--- src/rtl/peripheral_axi4_slave_write.sv ---
// AXI4 write-channel responder: one AW burst at a time, per-beat byte writes
// on a simple memory port, single B response per burst.
// Optional feature macro: AXI4_SLAVE_WRAP_BURST_EN (WRAP burst address support).
module peripheral_axi4_slave_write #(
  parameter int unsigned AXI_ID_WIDTH   = 4,
  parameter int unsigned AXI_ADDR_WIDTH = 64,
  parameter int unsigned AXI_DATA_WIDTH = 64
) (
  input  logic                        clk,
  input  logic                        rst,
  input  logic [AXI_ID_WIDTH-1:0]     awid,
  input  logic [AXI_ADDR_WIDTH-1:0]   awaddr,
  input  logic [7:0]                  awlen,
  input  logic [2:0]                  awsize,
  input  logic [1:0]                  awburst,
  input  logic                        awvalid,
  output logic                        awready,
  input  logic [AXI_DATA_WIDTH-1:0]   wdata,
  input  logic [AXI_DATA_WIDTH/8-1:0] wstrb,
  input  logic                        wlast,
  input  logic                        wvalid,
  output logic                        wready,
  output logic [AXI_ID_WIDTH-1:0]     bid,
  output logic [1:0]                  bresp,
  output logic                        bvalid,
  input  logic                        bready,
  output logic                        mem_we,
  output logic [AXI_ADDR_WIDTH-1:0]   mem_addr,
  output logic [AXI_DATA_WIDTH-1:0]   mem_wdata,
  output logic [AXI_DATA_WIDTH/8-1:0] mem_strb
);

  localparam int unsigned AW       = AXI_ADDR_WIDTH;
  localparam int unsigned STRB_W   = AXI_DATA_WIDTH / 8;
  localparam int unsigned SIZE_MAX = $clog2(STRB_W);

  localparam logic [1:0] BURST_FIXED = 2'b00;
  localparam logic [1:0] BURST_INCR  = 2'b01;
  localparam logic [1:0] BURST_WRAP  = 2'b10;
  localparam logic [1:0] BURST_RSVD  = 2'b11;
  localparam logic [1:0] RESP_OKAY   = 2'b00;
  localparam logic [1:0] RESP_SLVERR = 2'b10;

  typedef enum logic [1:0] {IDLE, DATA, RESP} state_t;

  // Context of the burst currently being served, captured at AW time.
  typedef struct packed {
    logic [AXI_ID_WIDTH-1:0] id;
    logic [AW-1:0]           addr;
    logic [2:0]              size;
    logic [1:0]              burst;
    logic                    err;
  } ctx_t;

  state_t                  state_q, state_d;
  ctx_t                    ctx_q, ctx_d;
  logic [7:0]              cnt_q, cnt_d;
  logic                    proto_q, proto_d;
  logic                    awready_q, awready_d;
  logic                    wready_q, wready_d;
  logic                    bvalid_q, bvalid_d;
  logic [AXI_ID_WIDTH-1:0] bid_q, bid_d;
  logic [1:0]              bresp_q, bresp_d;

  logic          aw_hs, w_hs, b_hs;
  logic          aw_err, size_err, wrap_err;
  logic          last_beat, wlast_bad;
  logic [AW-1:0] beat_bytes, addr_next;

  assign aw_hs     = awvalid & awready_q;
  assign w_hs      = wvalid & wready_q;
  assign b_hs      = bvalid_q & bready;
  assign last_beat = (cnt_q == 8'd0);
  assign wlast_bad = (last_beat != wlast);

  // AW-time burst legality check.
  always_comb begin
    size_err = (awsize > 3'(SIZE_MAX));
`ifdef AXI4_SLAVE_WRAP_BURST_EN
    wrap_err = (awburst == BURST_WRAP) &&
               !((awlen == 8'd1) || (awlen == 8'd3) || (awlen == 8'd7) || (awlen == 8'd15));
`else
    wrap_err = (awburst == BURST_WRAP);
`endif
    aw_err = size_err | wrap_err | (awburst == BURST_RSVD);
  end

`ifdef AXI4_SLAVE_WRAP_BURST_EN
  logic [AW-1:0] wrap_len_q;
  logic [AW-1:0] wrap_base;

  // Wrap window length (len+1)*B, captured with the burst.
  always_ff @(posedge clk) begin
    if (rst) begin
      wrap_len_q <= '0;
    end else if (aw_hs) begin
      wrap_len_q <= AW'({1'b0, awlen} + 9'd1) << awsize;
    end
  end
`endif

  // Address of the following beat for the latched burst type.
  always_comb begin
    beat_bytes = AW'(1) << ctx_q.size;
    addr_next  = ctx_q.addr;
`ifdef AXI4_SLAVE_WRAP_BURST_EN
    wrap_base  = ctx_q.addr & ~(wrap_len_q - AW'(1));
`endif
    case (ctx_q.burst)
      BURST_FIXED: addr_next = ctx_q.addr;
      BURST_INCR:  addr_next = (ctx_q.addr & ~(beat_bytes - AW'(1))) + beat_bytes;
`ifdef AXI4_SLAVE_WRAP_BURST_EN
      BURST_WRAP:  addr_next = wrap_base +
                               ((ctx_q.addr + beat_bytes - wrap_base) & (wrap_len_q - AW'(1)));
`endif
      default:     addr_next = ctx_q.addr;
    endcase
  end

  // Next-state and registered-output decode.
  always_comb begin
    state_d = state_q;
    ctx_d   = ctx_q;
    cnt_d   = cnt_q;
    proto_d = proto_q;
    bid_d   = bid_q;
    bresp_d = bresp_q;
    case (state_q)
      IDLE: begin
        if (aw_hs) begin
          ctx_d.id    = awid;
          ctx_d.addr  = awaddr;
          ctx_d.size  = awsize;
          ctx_d.burst = awburst;
          ctx_d.err   = aw_err;
          cnt_d       = awlen;
          proto_d     = 1'b0;
          state_d     = DATA;
        end
      end
      DATA: begin
        if (w_hs) begin
          ctx_d.addr = addr_next;
          cnt_d      = cnt_q - 8'd1;
          if (wlast_bad) begin
            proto_d = 1'b1;
          end
          if (last_beat) begin
            state_d = RESP;
            bid_d   = ctx_q.id;
            bresp_d = (ctx_q.err | proto_q | wlast_bad) ? RESP_SLVERR : RESP_OKAY;
          end
        end
      end
      RESP: begin
        if (b_hs) begin
          state_d = IDLE;
          bid_d   = '0;
          bresp_d = RESP_OKAY;
        end
      end
      default: state_d = IDLE;
    endcase
    awready_d = (state_d == IDLE);
    wready_d  = (state_d == DATA);
    bvalid_d  = (state_d == RESP);
  end

  // State and registered outputs; all cleared while in reset.
  always_ff @(posedge clk) begin
    if (rst) begin
      state_q   <= IDLE;
      ctx_q     <= '0;
      cnt_q     <= '0;
      proto_q   <= 1'b0;
      awready_q <= 1'b0;
      wready_q  <= 1'b0;
      bvalid_q  <= 1'b0;
      bid_q     <= '0;
      bresp_q   <= RESP_OKAY;
    end else begin
      state_q   <= state_d;
      ctx_q     <= ctx_d;
      cnt_q     <= cnt_d;
      proto_q   <= proto_d;
      awready_q <= awready_d;
      wready_q  <= wready_d;
      bvalid_q  <= bvalid_d;
      bid_q     <= bid_d;
      bresp_q   <= bresp_d;
    end
  end

  assign awready = awready_q;
  assign wready  = wready_q;
  assign bvalid  = bvalid_q;
  assign bid     = bid_q;
  assign bresp   = bresp_q;

  // Memory-side port follows the W handshake in the same cycle.
  assign mem_we    = w_hs & ~ctx_q.err;
  assign mem_addr  = w_hs ? ctx_q.addr : '0;
  assign mem_wdata = w_hs ? wdata : '0;
  assign mem_strb  = w_hs ? wstrb : '0;

endmodule

--- config.mk ---
export PLATFORM = sky130hd
export DESIGN_NAME = peripheral_axi4_slave_write
export DESIGN_NICKNAME = d
export VERILOG_FILES = /design/src/rtl/peripheral_axi4_slave_write.sv
export SDC_FILE = /design/constraint.sdc
export NUM_CORES = 1
export LEC_CHECK = 0
export BUFFER_PORTS_ARGS = -buffer_cell sky130_fd_sc_hd__buf_2
export CAP_MARGIN = 20
export CORE_UTILIZATION = 45
export DETAILED_ROUTE_END_ITERATION = 7
export PLACE_DENSITY = 0.79
export SYNTH_ARGS = -nofsm -noshare
export SYNTH_HDL_FRONTEND = slang
export SYNTH_SLANG_ARGS = --single-unit
--- constraint.sdc ---
create_clock -name clk -period 4 [get_ports clk]
set_clock_uncertainty 0.2 [all_clocks]
set_input_delay 0.6 -clock clk [delete_from_list [all_inputs] [get_ports clk]]
set_output_delay 0.6 -clock clk [all_outputs]
set_load 0.02 [all_outputs]
Word level (Yosys, flattened, before mapping)
Cells that the tools add are included.
{"block": "op_classes", "n_bitwise": 11, "n_addsub": 3, "shift": 1, "order_cmp": 1, "n_reduce_logical": 10, "n_eq_ne": 14, "n_mux": 28}
{"op": "64-bit two-way mux", "count": 4}
{"op": "64-bit one-hot mux with 2 select lines", "count": 1}
{"op": "70-bit two-way mux", "count": 1}
{"op": "64-bit adder", "count": 1}
{"op": "64-bit AND", "count": 1}
{"op": "64-bit NOT", "count": 1}
{"op": "1-bit by 3-bit << shifter with 64-bit output, first input constant", "count": 1}
{"op": "64-bit by 1-bit subtractor with 64-bit output, second input constant", "count": 1}
{"op": "8-bit two-way mux", "count": 3}
{"op": "2-bit two-way mux", "count": 8}
{"op": "8-bit one-hot mux with 2 select lines", "count": 1}
{"op": "4-bit two-way mux", "count": 3}
{"op": "4-bit AND reduction", "count": 3}
{"op": "2-bit inequality test, second input constant", "count": 5}
{"op": "2-bit equality test, second input constant", "count": 4}
{"op": "8-bit zero test", "count": 1}
{"op": "4-bit one-hot mux with 2 select lines", "count": 1}
{"op": "8-bit by 1-bit subtractor with 8-bit output, second input constant", "count": 1}
{"op": "2-bit by 1-bit equality test with 1-bit output, second input constant", "count": 3}
{"op": "2-bit one-hot mux with 3 select lines", "count": 1}
{"op": "1-bit AND", "count": 4}
{"op": "2-bit zero test", "count": 2}
{"op": "1-bit bitwise OR", "count": 4}
{"op": "2-bit one-hot mux with 2 select lines", "count": 1}
{"op": "other kinds (9)", "count": 12}
{"block": "totals", "out_inout_bits": 146, "ff_bits": 94}

Longest topological paths before layout
Gate-level depths: netlist of the first run.
{"block": "logic_depth", "ltp_word": 8, "depth_mapped": 17, "mapped_depth_nobuf": 13}

Worst setup path before layout of the first run
Ideal clock, no wire load.
{"block": "synth_path", "path_kind": "flip-flop to flip-flop", "from": "register ctx_q[5] (netlist name)", "to": "register ctx_q[60] (netlist name)", "path_buffers": 3, "path_stages_with_launch": 16, "arrival_time_ns": 3.406, "setup_ns": 0.120, "period_less_slack_ns": 3.726, "path_slack_ns": 0.274, "cell_sequence": "dfxtp_1 > buf_2 > inv_1 > buf_2 > nor2_1 > inv_1 > ha_1 > and2_1 > ha_1 > a21bo_1 > or4_4 > buf_6 > and2_1 > nor4b_1 > mux2i_1 > a21oi_1"}
{"block": "synth_between", "elab_chain_len": 8}
{"element": "start: declaration", "line": "56", "text": "ctx_t ctx_q, ctx_d;"}
{"element": "start signal: assignment", "line": "183", "text": "ctx_q <= ctx_d;"}
{"element": "1-bit by 3-bit << shifter with 64-bit output *", "line": "104", "text": "beat_bytes = AW'(1) << ctx_q.size;"}
{"element": "64-bit by 1-bit subtractor with 64-bit output", "line": "111", "text": "BURST_INCR: addr_next = (ctx_q.addr & ~(beat_bytes - AW'(1))) + beat_bytes;"}
{"element": "64-bit NOT", "line": "111"}
{"element": "64-bit AND", "line": "111"}
{"element": "64-bit adder *", "line": "111"}
{"element": "64-bit two-way mux *", "line": "109", "text": "case (ctx_q.burst)"}
{"element": "64-bit two-way mux *", "line": "142", "text": "if (w_hs) begin"}
{"element": "64-bit one-hot mux with 2 select lines *", "line": "128", "text": "case (state_q)"}
Mark *: on every way between the ends. The rest lies on a longest branch, timed or not. The select of a mux whose other input is x is not followed.
A chain may end at the register's enable or synchronous reset.

Worst setup path after layout of the first run
{"block": "layout_path", "from": "register ctx_q[3] (netlist name)", "to": "register ctx_q[60] (netlist name)"}
The elaborated chain is that of the path after synthesis.

==> results.py, run 1 <==
metrics = {
    "grt": {
        "grt_usage_pct": 32.7,
        "grt_start_max_net_pins": 135,
        "grt_pass1_wl_um": 42400,
        "grt_pass1_vias": 7801,
        "grt_overflow_total": 0,
        "antenna_found_initial": 3,
    },
    "synthesis": {
        "yosysTopAreaCell": "dfxtp_1",
        "netlist_area_um2": 7240,
        "synth_edf_count": 0,
        "yosys-top-cells-area": "dfxtp_1 26%, and3_1 12%, a21oi_1 6.9%, nand2_1 5.6%, clkbuf_1 4.2%",
        "avgSynthCellArea_um2": 7.03,
        "synth_seq_cells": 93,
        "synth_top_area_share_pct": 25.7,
        "yosysSeqAreaShare_pct": 25.7,
        "synthCells": 1030,
        "yosys.cell_types.count": 79,
        "synth_nets": 1196,
        "yosysWarnings": 0,
        "synth_ff_type": "dfxtp_1",
        "ys_async_sr_fraction_pct": 0,
    },
    "route": {
        "wl_um": 28400,
        "met2_length_um": 12400,
        "first_pass_iters": 7,
        "drc": 0,
        "vias": 9153,
        "dr.first_iter.drc_count": 1075,
        "met3WireLength_um": 3230,
        "wl_met1_um": 11900,
        "antenna_left": 0,
        "viasPerCell": 6.14,
        "routedWlPerCell_um": 19.1,
        "maxUsedRoutingLayer": "met4",
    },
    "floorplanning": {
        "core_um2": 15800,
        "num_io_pins": 305,
        "rows": 46,
        "dieArea_um2": 16600,
        "die_w_um": 129,
        "die_h_um": 129,
        "initial_core_util_pct": 45.9,
    },
    "cts": {
        "cts_root_buf": "clkbuf_16",
        "clockBufferDepth": 2,
        "cts_sinks": 93,
        "clkLatencyLatePin_ns": 0.36,
        "cts_hold_buffers": 0,
        "numCtsBuffers": 9,
        "clkTransAtPathRegs_ns": 0.06,
        "cts_tree": "done",
        "cts-htree-levels": 3,
    },
    "critical_path": {
        "slowest_delay_ns": 0.65,
        "worst-path-max-fanout": 14,
        "crit_chain": "buf_4 > nor2_1 > nand2_1 > ha_1 > nand2b_1 > o31ai_1 > o211ai_1 > or4_4 > and2_1 > nor4b_1 > mux2i_1 > a21oi_1",
        "worstSetupEndpointType": "flip-flop",
        "path_buf_inv": 1,
        "critical_path.startpoint_type": "flip-flop",
        "worstSetupPathType": "flip-flop to flip-flop",
        "crit_slowest_cell": "or4_4",
        "critPathRequiredTime_ns": 4.04,
        "arrival_ns": 3.86,
        "crit_family": "simple AND/OR/NAND/NOR gates",
    },
    "sta": {
        "relSlewSlack_pct": 31.3,
        "fmax_ghz": 0.262,
        "post-route-period-util_pct": 95.5,
        "finalCriticalPeriod_ns": 3.82,
        "setup-violations-final": 0,
        "hold_viol_final": 0,
        "worst_pin_slew_ns": 1.03,
        "rsz0062_at_grt": "no",
        "drv_slew": 0,
        "holdWs_ns": 0.260,
        "fin_tns_setup_ns": 0,
    },
    "final_layout": {
        "final_core_util_pct": 57.9,
        "nets": 1436,
        "drive_gt1_share_pct": 28.9,
        "syn2layout_area_growth_pct": 26.0,
        "final_cells": 1491,
    },
    "worst_hold_path": {
        "min_path_type": "flip-flop to flip-flop",
    },
    "power": {
        "p_per_area_nw_per_um2": 290,
        "p_leak_nw": 4.37,
        "ir_worst_vdd_mv": 0.194,
        "p_total_mw": 2.65,
    },
    "outcome": {
        "status": "complete, no violations",
    },
    "placement": {
        "place.gp.congestion": 0.994,
        "portBuffers": 303,
        "dpl.hpwl_um": 20300,
        "place_inst": 1475,
    },
    "run": {
        "cap_violations": 0,
    },
}
## placed cells by master, fill, tap and decap left out, types with 23 or more instances in the layout
cell type / instances
a21oi_1: 99
a221oi_1: 23
and3_1: 136
buf_2: 302
buf_4: 26
dfxtp_1: 92
nand2_1: 108
nand3_1: 56
nor2_1: 70
nor3_1: 29
o21ai_0: 54
## state kept, by name, indices dropped and copies added, names as in the netlist
signal	flops
cnt_q	8
ctx_q	74
wready	1
awready	1
bresp	1
proto_q	1
bvalid	1
bid	4
state_q	2
## cell usage after synthesis (all sizes together) (3+ instances only)
cell,instances
dfxtp,93
nor3b,3
nand4,21
nand3,57
nand2b,7
mux2i,12
a21boi,11
o21a,4
clkbuf,86
nor3,29
and2,9
inv,17
a211oi,16
a221oi,23
and4,5
a21o,4
a21oi,100
nand2,110
xnor2,20
or3,4
a41oi,6
xor2,4
and3,138
a31oi,20
o22ai,12
buf,13
nor4,15
a2111oi,9
o31ai,3
o21ai,56
o211ai,3
ha,7
nor2b,8
nor2,71
## cell type report
type                       instances  area (um2)
inverter                          17        63.8
multi-input combinational        820        4890
fill                            1547        6650
clock inverter                     3        43.8
antenna                            1        2.50
sequential                        93        1870
tap                              216         270
timing repair buffer             329        1730
clock buffer                      12         258
## cells by family (layout without fill, tap and decap cells)
family | Yosys count | count (layout) | synth area share (%)
muxes | 12 | 12 | 1.66
other | 1 | 2 | 0.0518
DFF | 93 | 93 | 25.7
xor gates and xnor gates | 24 | 24 | 2.90
buffers and inverters | 117 | 361 | 7.24
and+or+nand+nor | 486 | 486 | 35.5
adders and majority gates | 7 | 7 | 1.21
AOI/OAI and AO/OA | 290 | 290 | 25.7
## timing repair
| item | in CTS | in global routing |
|---|---|---|
| gates resized for setup | 0 | 7 |
| setup buffers | 0 | 0 |
| setup endpoints to repair | 0 | 7 |
## worst reg2reg max path: stages, from the launching register on
cell	delay [ns]
dfxtp_1	0.31
buf_4	0.18
nor2_1	0.30
nand2_1	0.13
ha_1	0.34
nand2b_1	0.22
o31ai_1	0.22
o211ai_1	0.18
or4_4	0.65
and2_1	0.27
nor4b_1	0.38
mux2i_1	0.24
a21oi_1	0.08
## final timing paths
kind | from | to | slack, ns | cells past startpoint
setup / recovery | ctx_q[3] | ctx_q[60] | 0.18 | 12
hold / removal | ctx_q[1] | ctx_q[1] | 0.26 | 2
setup reg to reg | ctx_q[3] | ctx_q[60] | 0.18 | 12
hold reg to reg | ctx_q[1] | ctx_q[1] | 0.26 | 2
## layer usage
| metal | vias up | global-route usage [%] |
|---|---|---|
| met2 | 583 | 48.9 |
| met4 | 0 | 13.2 |
| met1 | 4204 | 45.1 |
| met3 | 70 | 7.53 |
| li1 | 4296 | - |
| met5 | - | 0 |
## power by group
group / internal (mW) / leakage (nW) / switching [mW]
clock network: 0.521 / 0.148 / 0.386
logic: 0.242 / 3.46 / 0.423
registers: 0.989 / 0.758 / 0.0870
## through the flow
step | cell area, um2 | setup slack (ns)
after floorplan | 7240 | 0.274
after global placement | 8800 | 0.345
after detailed placement | 8800 | 0.130
after CTS | 9100 | 0.133
after global routing | 9120 | 0.00869
final | 9120 | 0.181
(Power assumes the default switching activity.)
==> inputs of run 2 (changes only) <==
CORE_MARGIN = 2   (was not set)
RECOVER_POWER = 50   (was not set)
SLEW_MARGIN = 20   (was not set)
==> run 2 against run 1 <==
Compared with the run above:
- the run now ends with capacitance limit, slew limit left
- clock-buffer cell count is 1 higher
- worst setup slack gained 0.018 ns
- flip-flop and latch count unchanged
- clock power fell by 7.8%
- routed wire length shrank 1.3%
- sequential share of layout area rose by 0.28 points
- die area is 3.1% higher
- via count shrank 2.0%
- combinational power down 0.8%
- global-route usage fell by 1.8 points
- critical path type unchanged
==> results.py, run 2 (synthesis gave the netlist of run 1 again) <==
metrics = {
    "outcome": {
        "status": "finished with violations",
        "violations": "capacitance limit, slew limit",
    },
    "cts": {
        "cts_setup_buffers": 0,
        "clockBufferDepth": 2,
        "cts_tree": "done",
        "cts-htree-levels": 3,
        "cts_root_buf": "clkbuf_16",
        "clkTransAtPathRegs_ns": 0.07,
        "clkLatencyLatePin_ns": 0.36,
        "numCtsBuffers": 9,
        "cts_sinks": 93,
    },
    "critical_path": {
        "arrival_ns": 3.81,
        "path_buf_inv": 2,
        "crit_family": "compound AO/OA/AOI/OAI gates",
        "critPathRequiredTime_ns": 4.01,
        "reg2reg_from": "ctx_q[5]",
        "worst-path-max-fanout": 14,
        "worstSetupEndpointType": "flip-flop",
        "crit_chain": "inv_1 > nor2_1 > inv_1 > ha_1 > and2_1 > ha_1 > a21bo_1 > or4_4 > a2111oi_1 > xnor2_1 > a221oi_1 > a211oi_1",
        "crit_slowest_cell": "or4_4",
        "critical_path.startpoint_type": "flip-flop",
        "crit_start": "ctx_q[5]",
        "worstSetupPathType": "flip-flop to flip-flop",
        "slowest_delay_ns": 0.64,
    },
    "grt": {
        "grt.met3_usage_pct": 8.10,
        "met1_usage_pct": 41.8,
        "use_met2_pct": 47.7,
        "grt_pass1_wl_um": 40900,
        "grt_start_max_net_pins": 135,
        "grt_overflow_total": 0,
        "busiest_layer": "met2",
        "antenna_found_initial": 0,
        "grt_pass1_vias": 7580,
        "grt_usage_pct": 30.9,
    },
    "sta": {
        "setup-violations-final": 0,
        "hold_viol_final": 0,
        "fin_ws_ns": 0.199,
        "drv_slew": 269,
        "finalCriticalPeriod_ns": 3.80,
        "worst_pin_slew_ns": 1.93,
        "post-route-period-util_pct": 95.0,
        "relSlewSlack_pct": -28.8,
        "fmax_ghz": 0.263,
    },
    "run": {
        "cap_violations": 2,
    },
    "placement": {
        "place.gp.congestion": 0.959,
        "portBuffers": 303,
        "place_ws_ns": 0.262,
        "place_inst": 1483,
        "placed_cell_area_um2": 8850,
        "dpl.hpwl_um": 20100,
    },
    "floorplanning": {
        "core_um2": 15800,
        "num_io_pins": 305,
        "rows": 46,
        "die_w_um": 131,
        "die_h_um": 131,
        "dieArea_um2": 17100,
        "initial_core_util_pct": 45.8,
    },
    "final_layout": {
        "nets": 1444,
        "fin_area_um2": 9000,
        "syn2layout_area_growth_pct": 24.3,
        "final_cells": 1498,
        "regMostFlops": "ctx_q",
        "layout_common_cells": "213 x buf_2, 136 x and3_1, 109 x nand2_1",
        "insertedDiodeCount": 0,
        "drive_gt1_share_pct": 22.0,
        "layout_commonest_cell": "buf_2",
        "fillers": 1558,
        "largest_register_ffs": 74,
    },
    "route": {
        "wl_um": 28000,
        "viasPerCell": 5.99,
        "first_pass_iters": 5,
        "antenna_left": 0,
        "vias": 8969,
        "routedWlPerCell_um": 18.7,
        "drc": 0,
        "dr.first_iter.drc_count": 1054,
    },
    "worst_hold_path": {
        "min_path_type": "flip-flop to flip-flop",
        "min-delay-start": "ctx_q[72]",
    },
    "power": {
        "p_per_area_nw_per_um2": 285,
        "p_total_mw": 2.57,
        "ir_worst_vdd_mv": 0.318,
        "p_leak_nw": 4.00,
    },
}
-- run 2: where the power goes --
part / switching (mW) / internal (mW) / leakage (nW)
Combinational: 0.420 / 0.240 / 3.11
Sequential: 0.0844 / 0.989 / 0.758
Clock: 0.384 / 0.451 / 0.135
Total: 0.889 / 1.68 / 4.00
-- run 2: worst register-to-register path, cell delays in order, from the launching register on --
cell	delay, ns
dfxtp_1	0.40
inv_1	0.09
nor2_1	0.19
inv_1	0.07
ha_1	0.29
and2_1	0.16
ha_1	0.38
a21bo_1	0.23
or4_4	0.64
a2111oi_1	0.55
xnor2_1	0.11
a221oi_1	0.26
a211oi_1	0.09
-- run 2: worst paths after layout --
kind                    end  cells past startpoint  slack, ns
setup reg to reg  ctx_q[42]                     12       0.20
setup / recovery  ctx_q[42]                     12       0.20
hold / removal    ctx_q[72]                      2       0.26
hold reg to reg   ctx_q[72]                      2       0.26
-- run 2: repair_timing --
action / 4_1_cts / 5_1_grt
gates resized for setup: 0 / 3
hold buffers: 0 / 0
endpoints found under the setup margin: 0 / 3
-- run 2: metal layers --
metal | up-vias | wire length (um)
li1 | 4295 | -
met1 | 4133 | 11800
met2 | 487 | 12700
met3 | 54 | 2690
met4 | 0 | 833
met5 | - | 0
-- run 2: final cells by class --
cell class / instances / area, um2 / share of cell area (%)
Inverter: 17 / 63.8 / 0.709
Clock inverter: 2 / 10.0 / 0.111
Clock buffer: 13 / 260 / 2.89
Timing Repair Buffer: 337 / 1650 / 18.4
Sequential cell: 93 / 1870 / 20.7
Multi-Input combinational cell: 820 / 4880 / 54.2
Tap cell: 216 / 270 / 3.00
-- run 2: through the flow --
stage,hold WS [ns],setup TNS [ns],utilization [%]
after floorplan,0.233,0,-
after global placement,0.241,0,55.9
after detailed placement,0.242,0,55.9
after CTS,0.260,0,57.6
after global routing,0.287,-0.0663,56.9
final,0.257,0,56.9
==> inputs of run 3 (changes only) <==
clock period = 3.05 ns   (was 4 ns; I/O delays follow)
==> run 3 against run 2 <==
Compared with the run above:
- cell area up 13%
- sequential power is 32% higher
- combinational power grew 48%
- the flow finishes with violations (setup timing)
- largest cell class unchanged
- largest power group unchanged
- global-route usage increased by 2.2 points
- clock power rose by 54%
==> results.py, run 3 (synthesis gave the netlist of run 1 again) <==
metrics = {
    "route": {
        "routedWlPerCell_um": 19.6,
        "drc": 0,
        "viasPerCell": 6.08,
        "antenna_left": 0,
        "first_pass_iters": 5,
        "dr.first_iter.drc_count": 943,
        "vias": 9496,
        "wl_um": 30700,
    },
    "power": {
        "switching_share_pct": 34.3,
        "p_leak_nw": 4.58,
        "power_frac_seq_pct": 38.3,
        "power.switching_mw": 1.26,
        "p_per_area_nw_per_um2": 364,
        "ir_worst_vdd_mv": 0.286,
        "intPower_mw": 2.42,
        "power_frac_comb_pct": 26.6,
        "p_total_mw": 3.68,
        "clkPwrFrac_pct": 35.1,
    },
    "placement": {
        "place_ws_ns": -0.227,
        "portBuffers": 303,
        "place.gp.congestion": 0.995,
        "dpl.hpwl_um": 21100,
        "place_inst": 1528,
        "placed_cell_area_um2": 9340,
    },
    "grt": {
        "grt_start_max_net_pins": 134,
        "grt_pass1_wl_um": 44200,
        "grt_pass1_vias": 8077,
        "antenna_found_initial": 0,
        "grt_overflow_total": 0,
        "grt_usage_pct": 33.1,
    },
    "floorplanning": {
        "num_io_pins": 305,
        "initial_core_util_pct": 45.8,
        "die_w_um": 131,
        "core_um2": 15800,
        "die_h_um": 131,
        "dieArea_um2": 17100,
        "rows": 46,
    },
    "final_layout": {
        "insertedDiodeCount": 0,
        "nets": 1508,
        "fin_area_um2": 10100,
        "syn2layout_area_growth_pct": 39.8,
        "drive_gt1_share_pct": 31.4,
        "largest_register_ffs": 74,
        "layout_commonest_cell": "buf_2",
        "regMostFlops": "ctx_q",
        "final_cells": 1563,
        "fillers": 1457,
        "layout_common_cells": "231 x buf_2, 136 x and3_1, 104 x nand2_1",
    },
    "sta": {
        "relSlewSlack_pct": 42.3,
        "drv_slew": 0,
        "fin_ws_ns": -0.152,
        "holdWs_ns": 0.129,
        "hold_viol_final": 0,
        "setup-violations-final": 21,
        "post-route-period-util_pct": 105,
        "finalCriticalPeriod_ns": 3.20,
        "worst_pin_slew_ns": 0.861,
        "fmax_ghz": 0.312,
        "rsz0062_at_grt": "yes",
    },
    "critical_path": {
        "worst-path-max-fanout": 7,
        "critPathRequiredTime_ns": 3.07,
        "worstSetupPathType": "flip-flop to flip-flop",
        "arrival_ns": 3.22,
        "critical_path.startpoint_type": "flip-flop",
        "worstSetupEndpointType": "flip-flop",
    },
    "outcome": {
        "status": "finished with violations",
        "violations": "setup timing",
    },
    "cts": {
        "clkTransAtPathRegs_ns": 0.08,
        "clockBufferDepth": 2,
        "cts-htree-levels": 3,
        "cts_tree": "done",
        "numCtsBuffers": 9,
        "clkLatencyLatePin_ns": 0.37,
        "cts_hold_buffers": 0,
        "cts_root_buf": "clkbuf_16",
        "cts_sinks": 93,
    },
    "worst_hold_path": {
        "min_path_type": "primary input to flip-flop",
    },
    "run": {
        "cap_violations": 0,
    },
}
## run 3: cell types whose count changed in the layout (fill, tap and decap cells not counted), moves of 6 or more
cell,previous run,this run
buf_4,32,73
buf_2,213,231
clkbuf_1,92,76
buf_12,0,9
a21oi_1,100,92
a21oi_2,0,8
buf_6,0,7
a211oi_1,16,10
## run 3: stage by stage
stage / setup TNS, ns / utilization [%]
6_report: -1.57 / 64.0
5_1_grt: -5.84 / 64.0
4_1_cts: -2.29 / 62.2
3_5_place_dp: -2.29 / 59.0
3_3_place_gp: -1.13 / 59.0
2_1_floorplan: -3.34 / -
## run 3: timing repair
| item | CTS | global route |
|---|---|---|
| cloned | 0 | 2 |
| gates resized for setup | 22 | 62 |
| setup buffers | 8 | 9 |
| setup endpoints to repair | 34 | 55 |
| pin swaps | 8 | 26 |
## run 3: final cells by class
cell class	count	area, um2	area share (%)
multi-input combinational	820	5260	51.9
sequential	93	1870	18.5
clock inverter	6	92.6	0.914
tap	216	270	2.67
clock buffer	10	239	2.36
timing repair buffer	401	2330	23.0
inverter	17	63.8	0.630
## run 3: worst max-delay path: stages (launching register included)
cell and delay (ns):
dfxtp_4 0.37, buf_6 0.12, nor2_4 0.09, nand2_2 0.08
ha_4 0.28, and4b_1 0.20, a311o_1 0.13, o211ai_1 0.11
or4_4 0.58, a2111oi_2 0.42, xnor2_1 0.11, a221oi_1 0.27
a211oi_1 0.09
## run 3: worst paths after layout
kind	start	cells past startpoint	slack [ns]	endpoint
setup / recovery	ctx_q[4]	12	-0.15	ctx_q[42]
hold / removal	awsize[1]	3	0.13	ctx_q[4]
setup reg to reg	ctx_q[4]	12	-0.15	ctx_q[42]
hold reg to reg	bresp[1]	2	0.26	bresp[1]
## run 3: power groups by stage
stage | combinational, mW | sequential, mW | clock, mW
after floorplan | 0.593 | 1.39 | 0
after global placement | 0.905 | 1.43 | 0
after detailed placement | 0.918 | 1.43 | 0
after CTS | 0.928 | 1.40 | 1.30
after global routing | 1.07 | 1.42 | 1.34
final | 0.980 | 1.41 | 1.29
## run 3: per-layer routing
layer  vias to the layer above  track usage [%]  share of wire (%)
met2                       538             50.2                 45
met3                        73             8.35                 11
met1                      4449             44.6                 40
met5                         -                0                  0
li1                       4436                -                  -
met4                         0             14.1                3.8
